==> src/rtl/pipe_pkg.sv <==
// Shared definitions for inter-stage pipeline buffers: state encodings,
// per-stage payload defaults and a small occupancy helper.
package pipe_pkg;

  // Buffer states; the encoding doubles as the entry count.
  localparam logic [1:0] ST_EMPTY = 2'b00;
  localparam logic [1:0] ST_ONE   = 2'b01;
  localparam logic [1:0] ST_FULL  = 2'b10;

  // Generic stage defaults.
  localparam int                    PIPE_WIDTH   = 256;
  localparam logic [PIPE_WIDTH-1:0] PIPE_RST_VAL = '0;

  // Per-stage defaults used by the instantiating stages.
  localparam int                     IF2ID_WIDTH   = 64;
  localparam logic [IF2ID_WIDTH-1:0] IF2ID_RST_VAL = '0;
  localparam int                     ID2EX_WIDTH   = 256;
  localparam logic [ID2EX_WIDTH-1:0] ID2EX_RST_VAL = '0;

  // Number of entries held in a given state.
  function automatic logic [1:0] occ_of_state(input logic [1:0] st);
    logic [1:0] occ;
    occ = 2'd0;
    case (st)
      ST_ONE:  occ = 2'd1;
      ST_FULL: occ = 2'd2;
      default: occ = 2'd0;
    endcase
    return occ;
  endfunction

endpackage

==> src/rtl/pipe_data_reg.sv <==
// WIDTH-wide payload register: asynchronous active-low reset to RST_VAL,
// synchronous clear back to RST_VAL, and load enable. Clear wins over load.
module pipe_data_reg
  import pipe_pkg::*;
#(
  parameter int               WIDTH   = PIPE_WIDTH,
  parameter logic [WIDTH-1:0] RST_VAL = {WIDTH{1'b0}}
) (
  input  logic             i_clk,
  input  logic             i_rst_n,
  input  logic             i_load,
  input  logic             i_clr,
  input  logic [WIDTH-1:0] i_d,
  output logic [WIDTH-1:0] o_q
);

  logic [WIDTH-1:0] r_q;

  // Payload storage: reset/clear to the bubble value, otherwise load on enable.
  always_ff @(posedge i_clk or negedge i_rst_n) begin
    if (!i_rst_n) begin
      r_q <= RST_VAL;
    end else if (i_clr) begin
      r_q <= RST_VAL;
    end else if (i_load) begin
      r_q <= i_d;
    end
  end

  assign o_q = r_q;

endmodule

==> src/rtl/pipe_stage_buf.sv <==
// Inter-stage pipeline buffer with valid/ready on both sides, Ctrl hold and
// flush, and an optional two-entry skid mode (registered InReady).
//
// Handshake: a beat moves across a port on a rising edge where valid and
// ready are both 1; valid never waits on ready, and a beat offered while
// ready=0 stays unaccepted (nothing is captured or consumed).
//
// Occupancy mirrors the FSM state one-to-one (EMPTY/ONE/FULL -> 0/1/2) and
// serves as the observable state.
module pipe_stage_buf
  import pipe_pkg::*;
#(
  parameter int               WIDTH   = PIPE_WIDTH,
  parameter logic [WIDTH-1:0] RST_VAL = {WIDTH{1'b0}},
  parameter int               SKID    = 1,
  parameter int               CNT_W   = 16
) (
  input  logic             Clk,
  input  logic             Rst,
  input  logic             InValid,
  output logic             InReady,
  input  logic [WIDTH-1:0] InData,
  output logic             OutValid,
  input  logic             OutReady,
  output logic [WIDTH-1:0] OutData,
  input  logic             Hold,
  input  logic             Flush,
  output logic [1:0]       Occupancy,
  output logic [CNT_W-1:0] DropCnt
);

  logic [1:0]       r_state;
  logic [1:0]       w_state_nxt;
  logic [CNT_W-1:0] r_drop_cnt;
  logic [CNT_W:0]   w_drop_sum;
  logic [1:0]       w_occ;
  logic             w_in_ready;
  logic             w_out_valid;
  logic             w_in_fire;
  logic             w_out_fire;
  logic             w_m_load;
  logic             w_m_clr;
  logic [WIDTH-1:0] w_m_d;
  logic [WIDTH-1:0] w_m_q;
  logic             w_s_load;
  logic             w_s_clr;
  logic [WIDTH-1:0] w_s_q;

  assign w_occ       = occ_of_state(r_state);
  assign w_out_valid = (r_state != ST_EMPTY) & !Hold;
  // Skid mode looks only at registered state, so OutReady never reaches InReady.
  assign w_in_ready  = Rst & !Hold & !Flush &
                       ((SKID != 0) ? (r_state != ST_FULL) : (!w_out_valid | OutReady));
  assign w_in_fire   = InValid & w_in_ready;
  assign w_out_fire  = w_out_valid & OutReady;

  // Next-state and register controls; Flush outranks Hold, which outranks the handshake.
  always_comb begin
    w_state_nxt = r_state;
    w_m_load    = 1'b0;
    w_m_clr     = 1'b0;
    w_m_d       = InData;
    w_s_load    = 1'b0;
    w_s_clr     = 1'b0;
    if (Flush) begin
      w_state_nxt = ST_EMPTY;
      w_m_clr     = 1'b1;
      w_s_clr     = 1'b1;
    end else if (!Hold) begin
      case (r_state)
        ST_EMPTY: begin
          if (w_in_fire) begin
            w_state_nxt = ST_ONE;
            w_m_load    = 1'b1;
          end
        end
        ST_ONE: begin
          if (w_in_fire && w_out_fire) begin
            w_m_load = 1'b1;
          end else if (w_in_fire) begin
            // Downstream stalled: park the new beat in the skid entry.
            w_state_nxt = ST_FULL;
            w_s_load    = 1'b1;
          end else if (w_out_fire) begin
            w_state_nxt = ST_EMPTY;
            w_m_clr     = 1'b1;
          end
        end
        ST_FULL: begin
          if (w_out_fire) begin
            w_state_nxt = ST_ONE;
            w_m_load    = 1'b1;
            w_m_d       = w_s_q;
            w_s_clr     = 1'b1;
          end
        end
        default: begin
          w_state_nxt = ST_EMPTY;
          w_m_clr     = 1'b1;
          w_s_clr     = 1'b1;
        end
      endcase
    end
  end

  // State register.
  always_ff @(posedge Clk or negedge Rst) begin
    if (!Rst) begin
      r_state <= ST_EMPTY;
    end else begin
      r_state <= w_state_nxt;
    end
  end

  // Carry out of the add means the count would wrap, so pin it at all-ones.
  assign w_drop_sum = {1'b0, r_drop_cnt} + {{(CNT_W-1){1'b0}}, w_occ};

  // Flush-drop counter: adds the discarded entries, saturating.
  always_ff @(posedge Clk or negedge Rst) begin
    if (!Rst) begin
      r_drop_cnt <= '0;
    end else if (Flush) begin
      r_drop_cnt <= w_drop_sum[CNT_W] ? {CNT_W{1'b1}} : w_drop_sum[CNT_W-1:0];
    end
  end

  pipe_data_reg #(
    .WIDTH   (WIDTH),
    .RST_VAL (RST_VAL)
  ) u_m_reg (
    .i_clk   (Clk),
    .i_rst_n (Rst),
    .i_load  (w_m_load),
    .i_clr   (w_m_clr),
    .i_d     (w_m_d),
    .o_q     (w_m_q)
  );

  generate
    if (SKID != 0) begin : g_skid
      pipe_data_reg #(
        .WIDTH   (WIDTH),
        .RST_VAL (RST_VAL)
      ) u_s_reg (
        .i_clk   (Clk),
        .i_rst_n (Rst),
        .i_load  (w_s_load),
        .i_clr   (w_s_clr),
        .i_d     (InData),
        .o_q     (w_s_q)
      );
    end else begin : g_no_skid
      assign w_s_q = RST_VAL;
    end
  endgenerate

  assign InReady   = w_in_ready;
  assign OutValid  = w_out_valid;
  assign OutData   = w_m_q;
  assign Occupancy = w_occ;
  assign DropCnt   = r_drop_cnt;

endmodule

==> config.mk <==
export PLATFORM = sky130hd
export DESIGN_NAME = pipe_stage_buf
export DESIGN_NICKNAME = d
export VERILOG_FILES = /design/src/rtl/pipe_pkg.sv /design/src/rtl/pipe_data_reg.sv /design/src/rtl/pipe_stage_buf.sv
export SDC_FILE = /design/constraint.sdc
export NUM_CORES = 1
export LEC_CHECK = 0
export BUFFER_PORTS_ARGS = -buffer_cell sky130_fd_sc_hd__buf_2
export CAP_MARGIN = 10
export CORE_AREA = 2 2 209 211
export CTS_CLUSTER_DIAMETER = 200
export CTS_CLUSTER_SIZE = 30
export DETAILED_ROUTE_END_ITERATION = 7
export DIE_AREA = 0 0 211 213
export PLACE_DENSITY = 0.77
export SLEW_MARGIN = 20
export SYNTH_ARGS = -nofsm -noshare
export SYNTH_HDL_FRONTEND = slang
export SYNTH_SLANG_ARGS = --single-unit
==> constraint.sdc <==
create_clock -name Clk -period 3.7 [get_ports Clk]
set_clock_uncertainty 0.1 [all_clocks]
set_input_delay 0.74 -clock Clk [delete_from_list [all_inputs] [get_ports Clk]]
set_output_delay 0.74 -clock Clk [all_outputs]
set_load 0.01 [all_outputs]
After elaboration in Yosys (flattened, before gate mapping):

Index checks and enable logic that the tools add are counted.

* flip-flop bits (word level): 530
* input port bits: 262
* output and inout port bits: 276
* word-level logic and storage cells: 65

* add/subtract/negate cells: 1
* equality and inequality tests: 8
* muxes and demuxes: 36
* bitwise operators: 6
* reductions and logical operators: 10

Operators by type and width (number)
* 256-bit 2-to-1 mux: 8
* 16-bit by 2-bit adder with 17-bit output: 1
* 16-bit 2-to-1 mux: 1
* 1-bit 2-to-1 mux: 15
* 2-bit 2-to-1 mux: 7
* 3-bit inequality test, second input constant: 3
* 1-bit AND: 6
* 2-bit case mux with 3 select lines: 1
* 2-bit nonzero test: 3
* 5-bit AND reduction: 1
* 4-bit inequality test, second input constant: 1
* 1-bit case mux with 2 select lines: 2
* 2-bit case mux with 2 select lines: 1
* 2-bit OR reduction: 2
* 1-bit case mux with 3 select lines: 1
* 2-bit by 1-bit == test with 1-bit output, second input constant: 1
* 2-bit == test, second input constant: 1
* 1-bit logical NOT: 2
* 2-bit logical NOT: 1
* 2-bit by 1-bit inequality test with 1-bit output, second input constant: 1
* 2-bit inequality test, second input constant: 1
* 1-bit logical AND: 1

Logic depth before layout (Yosys ltp):

* depth in word-level cells: 12
* depth in mapped cells: 8
* mapped depth without buffers: 6

By module:

From an unflattened synthesis, not the netlist that was laid out.

* cell total of the unflattened synthesis: 2058
* area total of the unflattened synthesis: 25350.6 um2

Modules (own cells, without submodules)
* pipe_data_reg: times used 2, cells an instance 825, area each 10603.9 um2, seq. area each 6406.1 um2
* pipe_stage_buf: times used 1, cells an instance 408, area each 4142.7 um2, seq. area each 450.4 um2

Least setup slack after synthesis:

No wires, ideal clock.

* kind: register to register
* from: reg r_state[0]
* to: reg r_drop_cnt[8], in the netlist DropCnt[8]
* setup time: 119 ps
* arrival time: 1972 ps
* data required time: 3481 ps
* slack: 1509 ps
* stages on the path, launching flop included: 9
* buffers on the path: 2
* clock period less this slack: 2191 ps
* cell sequence: dfrtp_1 buf_2 and2b_1 ha_1 ha_1 or2_2 clkbuf_1 nand4_2 a21bo_2

* longest elaborated chain between the ends: 4
* elaborated cells on any way between the ends: 5
* classes of those cells: add/sub (1); eq/ne (2); mux (2)

RTL lines
* start, declared: RTL line pipe_stage_buf.sv:32 `logic [1:0] r_state;`
* start signal, assigned: RTL line pipe_stage_buf.sv:111 `r_state <= w_state_nxt;`
* 2-bit == test / 2-bit by 1-bit == test with 1-bit output (equally long branches): RTL line pipe_pkg.sv:24 `case (st)`
* 2-bit case mux with 2 select lines (*): RTL line pipe_pkg.sv:24
* named net Occupancy[0]: RTL line pipe_stage_buf.sv:28 `output logic [1:0] Occupancy,`
* 16-bit by 2-bit adder with 17-bit output (*): RTL line pipe_stage_buf.sv:116 `assign w_drop_sum = {1'b0, r_drop_cnt} + {{(CNT_W-1){1'b0}}, w_occ};`
* 16-bit 2-to-1 mux (*): RTL line pipe_stage_buf.sv:123 `r_drop_cnt <= w_drop_sum[CNT_W] ? {CNT_W{1'b1}} : w_drop_sum[CNT_W-1:0];`
* end signal, assigned: RTL line pipe_stage_buf.sv:123
* end, declared: RTL line pipe_stage_buf.sv:34 `logic [CNT_W-1:0] r_drop_cnt;`

The timed path passes the listed nets; every way through them passes the cells marked *.
A chain may end at the register's enable or synchronous reset.

Final worst setup path:

* from: in Rst
* to: out InReady

* longest elaborated chain between the ends: 3

RTL lines
* start, declared: RTL line pipe_stage_buf.sv:19 `input logic Rst,`
* 1-bit AND (3 in series): RTL line pipe_stage_buf.sv:52 `assign w_in_ready = Rst & !Hold & !Flush &`
* end, declared: RTL line pipe_stage_buf.sv:21 `output logic InReady,`

No other way between the ends.

==> results.sh <==
export IMPL_status="finished, final reports clean"
export IMPL_slew_headroom=0.299
export IMPL_path_cells="dlygate4sd3_1 -> buf_8 -> and3_1 -> buf_2"
export IMPL_postRouteAntennaNets=0
export IMPL_place_inst=2513
export IMPL_worst_pin_slew_ps=1050
export IMPL_synth_edf_count=0
export IMPL_core_sq_mm=0.0427
export IMPL_grt_usage=0.254
export IMPL_drv_slew=0
export IMPL_hp_class="in -> reg"
export IMPL_wl_per_cell_um=23.2
export IMPL_worstSetupPathType="in -> out"
export IMPL_portBuffers=537
export IMPL_cts_tree="yes"
export IMPL_drc=0
export IMPL_ys_warn_count=0
export IMPL_ir_worst_vdd_mv=0.259
export IMPL_synth_area_sq_mm=0.0218
export IMPL_fin_cells=2547
export IMPL_io_pins=538
export IMPL_yosys_area_share_simple=0.0166
export IMPL_vias_per_cell=6.10
export IMPL_num_vias=15537
export IMPL_p_leak_nw=14.5
export IMPL_synth_ff_type="dfrtp_1"
export IMPL_ys_ff_latch=530
export IMPL_die_h_um=213
export IMPL_area_growth_pct=16.2
export IMPL_place_ws_ps=857
export IMPL_dp_hpwl_mm=38.5
export IMPL_required_ps=2860
export IMPL_critPathMaxStageDelay_ps=570
export IMPL_powerDensity_mw_per_mm2=382
export IMPL_syn_inst=1550
export IMPL_whs_ps=303
export IMPL_postCtsHoldBufs=1
export IMPL_synth_compound_area_frac=0.214
export IMPL_cts_sinks=530
export IMPL_synthAdderAreaFrac=0.00115
export IMPL_cts_buffer_depth=3
export IMPL_crit_path_start_kind="primary input"
export IMPL_htree_levels=1
export IMPL_cp_end_kind="output port"
export IMPL_utilization=0.594
export IMPL_cp_max_fo=15
export IMPL_die_w_um=211
export IMPL_synthesis_nets=1814
export IMPL_finalHoldViolCount=0
export IMPL_fin_setup_tns_ps=0
export IMPL_final_nets=2255
export IMPL_clk_pin_slew_ps=120
export IMPL_ys_types=46
export IMPL_synthMuxAreaShare=0.120
export IMPL_row_count=76
export IMPL_period_minus_slack_ps=2670
export IMPL_grt_pass1_wl_mm=90.9
export IMPL_clockRootBuffer="clkbuf_16"
export IMPL_antenna_found_initial=22
export IMPL_synth_top_family_by_area="compound AO/OA/AOI/OAI gates"
export IMPL_place_gp_congestion=0.837
export IMPL_initial_core_util=0.511
export IMPL_finalSetupViolCount=0
export IMPL_synthArstFlopShare=1.00
export IMPL_min_period_over_period=0.722
export IMPL_fmax_mhz=374
export IMPL_drive_above_1_share=0.301
export IMPL_worst_slack_ps=1030
export IMPL_drt_iter0_drc=1368
export IMPL_cts_setup_buffers=0
export IMPL_arrival_ps=1830
export IMPL_grt_pass1_vias=15533
export IMPL_clk_latency_ps=560
export IMPL_grt_overflow=0
export IMPL_dr_pass1_iters=7
export IMPL_cts_resized=0
export IMPL_synth_area_per_cell_sq_um=14.1
export IMPL_ys_seq_area_frac=0.608
export IMPL_grt_start_max_net_pins=173
export IMPL_synthXorXnorAreaFrac=0.00120
export IMPL_dieArea_sq_mm=0.0449
export IMPL_crit_path_top_delay_cell="dlygate4sd3_1"
export IMPL_cts_made_buffers=21
export IMPL_rsz0062_at_grt="no"
export IMPL_wl_mm=59.0
export IMPL_drv_cap=0
-- worst paths after layout --
path / from / endpoint / slack [ps] / cells past startpoint
hold / removal: InData[11] / g_skid.u_s_reg.o_q[11] / 300 / 2
setup reg to reg: r_state[1] / DropCnt[8] / 1270 / 6
max in group asynchronous: Rst / u_m_reg.o_q[37] / 1220 / 4
setup / recovery: Rst / InReady / 1030 / 4
hold reg to reg: u_m_reg.o_q[180] / u_m_reg.o_q[180] / 390 / 1
min in group asynchronous: Rst / r_state[1] / 490 / 2
-- cell usage after synthesis (2+ instances only) --
cell,n,area share
dfrtp_1,530,0.61
mux2i_1,258,0.12
a22o_1,256,0.10
o2bb2ai_1,256,0.10
buf_2,92,0.021
buf_4,35,0.012
nand2_1,13,0.0022
clkbuf_1,11,0.0019
nand3_1,10,0.0023
nor2_1,10,0.0017
o21ai_0,10,0.0023
a21oi_1,6,0.0014
buf_6,6,0.0031
and3_1,3,0.00086
and3b_1,3,0.0012
and4_1,3,0.0012
clkbuf_4,3,0.0010
mux2_2,3,0.0015
nand4_1,3,0.00086
nor3_1,3,0.00069
or3_1,3,0.00086
a31oi_1,2,0.00057
and2_1,2,0.00057
ha_1,2,0.0011
inv_1,2,0.00034
o21bai_1,2,0.00069
o31ai_1,2,0.00069
or4_1,2,0.00069
xor2_1,2,0.00080
-- routing by layer --
metal,share of wire,track usage,up-vias
met5,0.0026,0,-
met4,0.022,0.0721,26
met3,0.083,0.0710,99
met2,0.47,0.391,611
met1,0.42,0.354,7956
li1,-,-,6845
-- cells by family (layout without fill, tap and decap cells) --
kind of cell	Yosys count	in the layout
compound gates	541	541
flops	530	530
mux	261	261
buf+inv	149	589
simple gates	64	64
xor+xnor	3	3
fa+ha+maj	2	2
other cells	0	11
-- state kept, by name, indices dropped and copies added (netlist names) --
signal / cells
r_state: 2
g_skid.u_s_reg.o_q: 256
u_m_reg.o_q: 256
DropCnt: 16
-- per-stage QoR --
step	power [mW]	instance area, sq um
3_5_place_dp	7.04	24800
5_1_grt	10.1	25300
3_3_place_gp	7.01	24800
6_report	9.69	25400
2_1_floorplan	6.51	21800
4_1_cts	9.76	25300
-- where the power goes --
part	internal (mW)	switching (mW)	leakage, nW
registers	5.91	0.0842	7.35
clock network	1.04	1.72	0.265
logic	0.345	0.588	6.90
-- layout by cell type (no fill, tap or decap), drive strengths merged, types with 3 or more instances in the layout --
cell type | netlist | final
and3b | 3 | 3
a21oi | 7 | 7
a22o | 256 | 256
clkbuf | 14 | 21
nand3 | 11 | 11
nor2 | 10 | 10
diode | 0 | 11
or3 | 3 | 3
nor3 | 3 | 3
and4 | 3 | 3
nand2 | 13 | 13
inv | 2 | 3
dfrtp | 530 | 530
and3 | 3 | 3
o2bb2ai | 256 | 256
mux2 | 3 | 3
buf | 133 | 564
o21ai | 11 | 11
mux2i | 258 | 258
nand4 | 4 | 4
-- cell type report --
class | instances | area, sq um
inverter | 2 | 7.51
fill | 3380 | 17300
sequential | 530 | 13300
timing repair buffer | 565 | 3100
clock buffer | 21 | 526
multi-input combinational | 871 | 7740
tap | 546 | 683
clock inverter | 1 | 11.3
antenna | 11 | 27.5
-- worst max-delay path: cells and delay by family --
| kind | cells | cell delay (ps) |
|---|---|---|
| simple gates | 1 | 170 |
| buf+inv | 3 | 900 |
(Power assumes the default switching activity.)
